`src/rtl/prbs31_check32b.sv`:
```
// PRBS31 (x^31+x^28+1) receive checker for one GTX channel: self-synchronises, then free-runs and counts errors.
// Define PRBS31_CHK_BITCNT_EN to build the popcount and err_bit_cnt; otherwise err_bits is a 0/1 mismatch flag.
module prbs31_check32b #(
    parameter int LOCK_THRESHOLD   = 16,
    parameter int UNLOCK_THRESHOLD = 4,
    parameter int CNT_W            = 32
) (
    input  logic             clk,
    input  logic             reset,
    input  logic [31:0]      rx_data,
    input  logic             rx_valid,
    input  logic             clear_cnt,
    output logic             locked,
    output logic             err_flag,
    output logic [5:0]       err_bits,
    output logic [CNT_W-1:0] err_word_cnt,
    output logic [CNT_W-1:0] err_bit_cnt,
    output logic [CNT_W-1:0] word_cnt
);

    typedef enum logic {SEARCH = 1'b0, LOCKED = 1'b1} state_t;

    localparam int MATCH_W = $clog2(LOCK_THRESHOLD + 1);
    localparam int BAD_W   = $clog2(UNLOCK_THRESHOLD + 1);
    localparam int SUM_W   = ((CNT_W > 6) ? CNT_W : 6) + 1;
    localparam logic [SUM_W-1:0] CNT_MAX = SUM_W'({CNT_W{1'b1}});

    state_t               state_q, state_d;
    logic                 in_valid_q, in_valid_d;
    logic [31:0]          in_data_q, in_data_d;
    logic                 seeded_q, seeded_d;
    logic [MATCH_W-1:0]   match_cnt_q, match_cnt_d;
    logic [BAD_W-1:0]     bad_cnt_q, bad_cnt_d;
    logic [31:0]          exp_q, exp_d;
    logic                 err_flag_q, err_flag_d;
    logic [5:0]           err_bits_q, err_bits_d;
    logic                 word_inc_q, word_inc_d;
    logic                 err_inc_q, err_inc_d;
    logic [CNT_W-1:0]     err_word_cnt_q, err_word_cnt_d;
    logic [CNT_W-1:0]     word_cnt_q, word_cnt_d;
`ifdef PRBS31_CHK_BITCNT_EN
    logic [CNT_W-1:0]     err_bit_cnt_q, err_bit_cnt_d;
`endif

    logic [31:0] rx_rev;
    logic [31:0] diff;
    logic        mismatch;
    logic [31:0] next_w;
    logic [5:0]  bits_now;

    // The next 32 serial bits from the last 31; s[63] is the first serial bit of w, s[31] the first predicted bit.
    function automatic logic [31:0] next_word(input logic [31:0] w);
        logic [63:0] s;
        s = {w, 32'h0};
        for (int i = 31; i >= 0; i--) begin
            s[i] = s[i+31] ^ s[i+28];
        end
        return s[31:0];
    endfunction

`ifdef PRBS31_CHK_BITCNT_EN
    function automatic logic [5:0] popcount32(input logic [31:0] x);
        logic [5:0] n;
        n = '0;
        for (int i = 0; i < 32; i++) begin
            n = n + 6'(x[i]);
        end
        return n;
    endfunction
`endif

    function automatic logic [CNT_W-1:0] sat_add(input logic [CNT_W-1:0] a, input logic [5:0] b);
        logic [SUM_W-1:0] s;
        s = SUM_W'(a) + SUM_W'(b);
        if (s > CNT_MAX) begin
            sat_add = '1;
        end else begin
            sat_add = s[CNT_W-1:0];
        end
    endfunction

    always_ff @(posedge clk) begin
        if (reset) begin
            state_q        <= SEARCH;
            in_valid_q     <= 1'b0;
            in_data_q      <= '0;
            seeded_q       <= 1'b0;
            match_cnt_q    <= '0;
            bad_cnt_q      <= '0;
            exp_q          <= '0;
            err_flag_q     <= 1'b0;
            err_bits_q     <= '0;
            word_inc_q     <= 1'b0;
            err_inc_q      <= 1'b0;
            err_word_cnt_q <= '0;
            word_cnt_q     <= '0;
`ifdef PRBS31_CHK_BITCNT_EN
            err_bit_cnt_q  <= '0;
`endif
        end else begin
            state_q        <= state_d;
            in_valid_q     <= in_valid_d;
            in_data_q      <= in_data_d;
            seeded_q       <= seeded_d;
            match_cnt_q    <= match_cnt_d;
            bad_cnt_q      <= bad_cnt_d;
            exp_q          <= exp_d;
            err_flag_q     <= err_flag_d;
            err_bits_q     <= err_bits_d;
            word_inc_q     <= word_inc_d;
            err_inc_q      <= err_inc_d;
            err_word_cnt_q <= err_word_cnt_d;
            word_cnt_q     <= word_cnt_d;
`ifdef PRBS31_CHK_BITCNT_EN
            err_bit_cnt_q  <= err_bit_cnt_d;
`endif
        end
    end

    // exp_q is the received-word prediction while searching and the free-running LFSR once locked.
    always_comb begin
        state_d        = state_q;
        seeded_d       = seeded_q;
        match_cnt_d    = match_cnt_q;
        bad_cnt_d      = bad_cnt_q;
        exp_d          = exp_q;
        err_flag_d     = 1'b0;
        err_bits_d     = '0;
        word_inc_d     = 1'b0;
        err_inc_d      = 1'b0;
        err_word_cnt_d = err_word_cnt_q;
        word_cnt_d     = word_cnt_q;
`ifdef PRBS31_CHK_BITCNT_EN
        err_bit_cnt_d  = err_bit_cnt_q;
`endif

        rx_rev = '0;
        for (int i = 0; i < 32; i++) begin
            rx_rev[i] = rx_data[31-i];
        end
        in_valid_d = rx_valid;
        in_data_d  = rx_valid ? rx_rev : in_data_q;

        diff     = in_data_q ^ exp_q;
        mismatch = |diff;
`ifdef PRBS31_CHK_BITCNT_EN
        bits_now = popcount32(diff);
`else
        bits_now = {5'b0, mismatch};
`endif
        next_w = next_word((state_q == LOCKED) ? exp_q : in_data_q);

        if (in_valid_q) begin
            exp_d = next_w;
            case (state_q)
                SEARCH: begin
                    if (!seeded_q) begin
                        seeded_d = 1'b1;
                    end else begin
                        err_flag_d = mismatch;
                        err_bits_d = bits_now;
                        if (mismatch) begin
                            match_cnt_d = '0;
                        end else if (match_cnt_q == MATCH_W'(LOCK_THRESHOLD - 1)) begin
                            state_d     = LOCKED;
                            match_cnt_d = '0;
                        end else begin
                            match_cnt_d = match_cnt_q + 1'b1;
                        end
                    end
                end
                LOCKED: begin
                    err_flag_d = mismatch;
                    err_bits_d = bits_now;
                    word_inc_d = 1'b1;
                    err_inc_d  = mismatch;
                    if (!mismatch) begin
                        bad_cnt_d = '0;
                    end else if (bad_cnt_q == BAD_W'(UNLOCK_THRESHOLD - 1)) begin
                        state_d     = SEARCH;
                        bad_cnt_d   = '0;
                        seeded_d    = 1'b0;
                        match_cnt_d = '0;
                    end else begin
                        bad_cnt_d = bad_cnt_q + 1'b1;
                    end
                end
                default: state_d = SEARCH;
            endcase
        end

        // Clear overrides whatever increment is sitting in the counter stage.
        if (clear_cnt) begin
            err_word_cnt_d = '0;
            word_cnt_d     = '0;
`ifdef PRBS31_CHK_BITCNT_EN
            err_bit_cnt_d  = '0;
`endif
        end else begin
            if (word_inc_q) word_cnt_d = sat_add(word_cnt_q, 6'd1);
            if (err_inc_q) err_word_cnt_d = sat_add(err_word_cnt_q, 6'd1);
`ifdef PRBS31_CHK_BITCNT_EN
            if (err_inc_q) err_bit_cnt_d = sat_add(err_bit_cnt_q, err_bits_q);
`endif
        end
    end

    always_comb begin
        locked       = (state_q == LOCKED);
        err_flag     = err_flag_q;
        err_bits     = err_bits_q;
        err_word_cnt = err_word_cnt_q;
        word_cnt     = word_cnt_q;
`ifdef PRBS31_CHK_BITCNT_EN
        err_bit_cnt  = err_bit_cnt_q;
`else
        err_bit_cnt  = '0;
`endif
    end

endmodule

```
`config.mk`:
```
export PLATFORM = sky130hd
export DESIGN_NAME = prbs31_check32b
export DESIGN_NICKNAME = d
export VERILOG_FILES = /design/src/rtl/prbs31_check32b.sv
export SDC_FILE = /design/constraint.sdc
export NUM_CORES = 1
export LEC_CHECK = 0
export BUFFER_PORTS_ARGS = -buffer_cell sky130_fd_sc_hd__buf_4
export CORE_ASPECT_RATIO = 1.1
export CORE_UTILIZATION = 57
export CTS_CLUSTER_DIAMETER = 60
export DETAILED_ROUTE_END_ITERATION = 8
export PLACE_DENSITY_LB_ADDON = 0.08
export SETUP_SLACK_MARGIN = 0.02
export SLEW_MARGIN = 20
export SYNTH_ARGS = -nofsm -noshare
export SYNTH_HDL_FRONTEND = slang
export SYNTH_SLANG_ARGS = --single-unit
```
`constraint.sdc`:
```
create_clock -name clk -period 4.4 [get_ports clk]
set_clock_uncertainty 0.1 [all_clocks]
set_input_delay 0.22 -clock clk [delete_from_list [all_inputs] [get_ports clk]]
set_output_delay 0.22 -clock clk [all_outputs]
set_load 0.05 [all_outputs]
```
### Yosys cells after proc, flatten, opt, wreduce, memory -nomap -nowiden

Cells that the tools add are included.
W data, S select, Z words.

| cells by class | value |
|---|---|
| $mul | 0 |
| reductions and logical operators | 7 |
| magnitude comparators | 2 |
| equal/unequal tests | 5 |
| bitwise logic cells | 35 |
| add/sub/neg operators | 4 |
| div/mod/pow operators | 0 |
| muxes and demuxes | 25 |
| shift operators | 0 |

Operators by type and width:

| kind | count |
|---|---|
| $add A32 B1 Y33 const B | 2 |
| $gt A33 B32 Y1 const B | 2 |
| $mux W32 | 2 |
| $reduce_or A32 Y1 | 1 |
| $xor A1 B1 Y1 | 32 |
| $xor A32 B32 Y32 | 1 |
| $mux W31 | 1 |
| $mux W5 | 5 |
| $pmux W6 S2 | 1 |
| $mux W1 | 10 |
| $pmux W5 S2 | 1 |
| $mux W3 | 2 |
| $pmux W1 S2 | 3 |
| $add A5 B1 Y5 const B | 1 |
| $eq A5 B4 Y1 const B | 1 |
| $ne A2 B1 Y1 const B | 2 |
| $reduce_and A4 Y1 | 1 |
| $reduce_or A2 Y1 | 2 |
| $add A3 B1 Y3 const B | 1 |
| $eq A3 B2 Y1 const B | 1 |
| $reduce_and A3 Y1 | 1 |
| $reduce_or A3 Y1 | 1 |
| $ne A2 B2 Y1 const B | 1 |
| $not A1 Y1 | 2 |
| $reduce_and A2 Y1 | 1 |

| storage, ports and cells | value |
|---|---|
| memories | 0 |
| word-level logic and storage cells | 91 |
| latch bits | 0 |
| memory bits (writable) | 0 |
| input port bits | 36 |
| register bits after elaboration | 148 |
| output and inout bits | 104 |
| memory bits (read-only) | 0 |

### Depth between registers and ports, before layout

| depth | value |
|---|---|
| word-level depth | 5 |
| depth in mapped cells | 11 |
| mapped depth without buffers | 10 |

### Least setup slack after synthesis

No wires, ideal clock.

| timing path | value |
|---|---|
| kind | reg-to-reg |
| start point | reg err_word_cnt_q[1], in the netlist err_word_cnt[1] |
| end point | reg err_word_cnt_q[21], in the netlist err_word_cnt[21] |
| cell stages (with the launch flop) | 11 |
| path slack | 672 ps |
| required time | 4,205 ps |
| library setup time | 95 ps |
| buffers on the path | 1 |
| arrival | 3,533 ps |
| period minus slack after synthesis | 3,728 ps |
| path through | dfxtp_1 ha_1 nand3_2 or4_4 or4_1 a2111oi_2 nand4_1 nor4_2 buf_4 o31ai_1 a221oi_1 |

| on the way | value |
|---|---|
| word-level cells in the longest chain between the ends | 3 |

RTL lines:

| what | line | text |
|---|---|---|
| from (decl) | 39 | `logic [CNT_W-1:0] err_word_cnt_q, err_word_cnt_d;` |
| from (signal assigned) | 112 | `err_word_cnt_q <= err_word_cnt_d;` |
| $add A32 B1 Y33 (*) | 74 | `s = SUM_W'(a) + SUM_W'(b);` |
| $gt A33 B32 Y1 | 75 | `if (s > CNT_MAX) begin` |
| $mux W32 (*) | 75 |  |

Mark *: on every way between the ends. The rest lies on a longest branch, timed or not.
A chain may end at the register's enable or synchronous reset.

### Worst setup path in the final report

| timing path | value |
|---|---|
| start point | reg err_word_cnt_q[0], in the netlist err_word_cnt[0] |
| end point | reg err_word_cnt_q[7], in the netlist err_word_cnt[7] |

Same word-level chain as after synthesis.

==> flow_metrics.py <==
metrics = {
    "placed_design": {
        "gp_congestion": 0.9570,
        "portBuffers": 102,
        "pre_cts_ws_ns": 0.6410,
        "dp_hpwl_um": 14060,
    },
    "cells_and_area": {
        "finalNetCount": 1162,
        "multi_input_area_um2": 4930,
        "antenna_cells": 0,
        "syn2layout_area_growth_pct": 18.75,
        "fill_cells": 1185,
        "utilization": 0.7032,
        "drive_gt1_frac": 0.1325,
        "mostFrequentLayoutCells": "dfxtp_1 (140), nor2_1 (123), buf_4 (112)",
        "final_common_cell": "dfxtp_1",
        "regArea_um2": 2845,
    },
    "cts": {
        "clk_pin_slew_ns": 0.06,
        "cts_buffer_depth": 2,
        "holdBufCountCts": 31,
        "cts_root_buffer": "clkbuf_16",
        "cts_buffers": 17,
        "cts_tree": "built",
        "cts-resized-gates": 0,
        "clk_latency_ns": 0.42,
        "post_cts_buffers": 0,
        "cts.htree.levels": 4,
        "cts.sinks": 142,
    },
    "die": {
        "coreArea_um2": 13960,
        "dieHeight_um": 128.3,
        "fp.dieArea_um2": 14990,
        "fp.dieW_um": 116.8,
        "start_util": 0.5922,
        "floorplan.rows": 45,
        "io_pins": 140,
    },
    "drt": {
        "antenna_left": 0,
        "drcViolationCount": 0,
        "dr.pass1.iters": 8,
        "drt-total-wl_um": 21230,
        "vias": 7670,
        "post_drt_wl_per_cell_um": 16.09,
        "drt-initial-drc-count": 713,
        "avgViaCountPerCell": 5.811,
    },
    "timing": {
        "fmax_mhz": 261.5,
        "finalWorstSetupSlack_ns": 0.5759,
        "slew_headroom": 0.4053,
        "tns_ns": 0,
        "grt_setup_unrepaired": "false",
        "hold_viol": 0,
        "holdWs_ns": 0.01395,
        "period_share": 0.8691,
        "slew_violations": 0,
        "tightestPinTransition_ns": 0.8839,
        "fin_crit_ns": 3.824,
        "setup_viol": 0,
    },
    "power": {
        "power.density_nw_per_um2": 313.8,
        "total_power_uw": 3081,
        "leakage_uw": 0.003721,
        "ir_drop_mv": 0.2344,
    },
    "synthesis": {
        "synth.avg_cell_area_um2": 8.075,
        "synth_simple_gate_area_frac": 0.2241,
        "synth_compound_area_frac": 0.1483,
        "synthCells": 1024,
        "synth.area.mux_share": 0.08110,
        "synth_top_family_by_area": "simple AND/OR/NAND/NOR gates",
        "synth-xor-area-share": 0.1165,
        "synth_cell_types": 60,
        "mappedNetlistArea_um2": 8269,
        "synth_flop_cell": "dfxtp_1",
        "yosysSeqAreaShare": 0.3438,
        "synth-seq-cells": 142,
        "synthArstFlopShare": 0,
        "synthAdderAreaFrac": 0.009079,
        "synth_edf_count": 0,
        "yosys_warnings": 0,
    },
    "status": {
        "outcome": "complete, no violations",
    },
    "setup_path": {
        "critPathLaunchType": "register",
        "critPathMaxFanout": 10,
        "arrival_ns": 4.04,
        "crit_required_ns": 4.61,
        "path_class": "register to register",
        "cp-end-kind": "register",
    },
    "grt": {
        "antenna_found_initial": 0,
        "grt_util_all_layers": 0.2884,
        "busiest_layer": "met2",
        "grtUsageMet3": 0.04965,
        "grt_pass1_vias": 6763,
        "overflow": 0,
        "grt_use_met1": 0.3705,
        "grt_pass1_wl_um": 34110,
        "met2_usage": 0.4856,
        "grt_max_degree": 80,
    },
    "job": {
        "max_cap_viol_count": 0,
    },
    "worst_hold_path": {
        "min_path_type": "input pin to register",
    },
}
[cells by family (layout without fill, tap and decap cells)]
family	count (synthesis)	after routing
other cells	1	37
xor+xnor	110	110
mux	67	67
flops	142	142
fa+ha+maj	6	6
compound gates	197	197
simple gates	373	373
buf+inv	128	200
[Yosys cell counts, drive strengths merged (3+ instances only)]
cell type  count  area [µm²]
nand2b         3       18.77
o2111ai        3       26.28
ha             6       75.07
nor2b          6       37.54
inv           25       93.84
xnor2         76       665.6
nor4          21       143.9
and4           7       61.31
nor3          35       175.2
a21oi         39       195.2
or3            5       31.28
o21ai         70       350.3
and2           7       43.80
a311oi         4       35.03
a211oi        12       90.09
a41oi          5       43.79
nor2         124       465.5
mux2i         67       670.6
buf           51       345.3
clkbuf        51       191.4
nand4         29       187.7
and3          24       150.1
o31ai         12       95.09
a31oi         20       125.1
nand2         65       244.0
dfxtp        142        2843
or4            4       33.78
xor2          34       297.8
nand3         31       160.1
a221oi         8       70.07
nand4b         6       52.55
o22ai          6       37.54
[power breakdown]
part | leakage, µW | switching (µW) | total, µW | internal, µW
Combinational | 0.00230 | 182 | 319 | 136
Clock | 0.000267 | 532 | 1390 | 860
Sequential | 0.00115 | 50.0 | 1370 | 1320
[metrics by stage]
step                      area [µm²]  std cells
after global placement          8946       1258
final                           9819       1320
after detailed placement        8949       1258
after CTS                       9819       1320
after floorplan                 8404       1060
after global routing            9819       1320
[flip-flops by register name, indices dropped and copies added (netlist names)]
signal,cells
err_word_cnt,32
exp_q,32
in_data_q,32
word_cnt,32
match_cnt_q,5
bad_cnt_q,3
err_bits,1
err_inc_q,1
in_valid_q,1
locked,1
seeded_q,1
word_inc_q,1
[critical path, stage by stage (launching register included)]
cell       delay [ns]
dfxtp_1          0.50
ha_1             0.30
nand3_2          0.17
or4_4            0.59
or4_1            0.52
a2111oi_2        0.36
nand4_1          0.17
nor4_2           0.37
buf_4            0.24
o31ai_1          0.10
a221oi_1         0.30
[layer usage]
layer	vias to the layer above	part of all wire	wire (µm)
met1	3593	0.43	9197
met2	269	0.49	10500
met5	-	0	0
met4	0	0.017	371
met3	36	0.055	1163
li1	3772	-	-
[worst paths after layout]
path | startpoint | endpoint | slack, ns | cells after the start
min reg2reg | bad_cnt_q[1] | bad_cnt_q[1] | 0.37 | 2
max | err_word_cnt[0] | err_word_cnt[7] | 0.58 | 10
min | rx_data[18] | in_data_q[13] | 0.01 | 3
max reg2reg | err_word_cnt[0] | err_word_cnt[7] | 0.58 | 10
[final cells by class]
type,count,area share
inverters,26,0.009939
well taps,188,0.02396
flip-flops and latches,142,0.2898
multi-input cells,790,0.5020
repair buffers,143,0.1172
clock inverters,6,0.008665
clock buffers,25,0.04842
No activity file was read; power rests on OpenSTA's default activity.
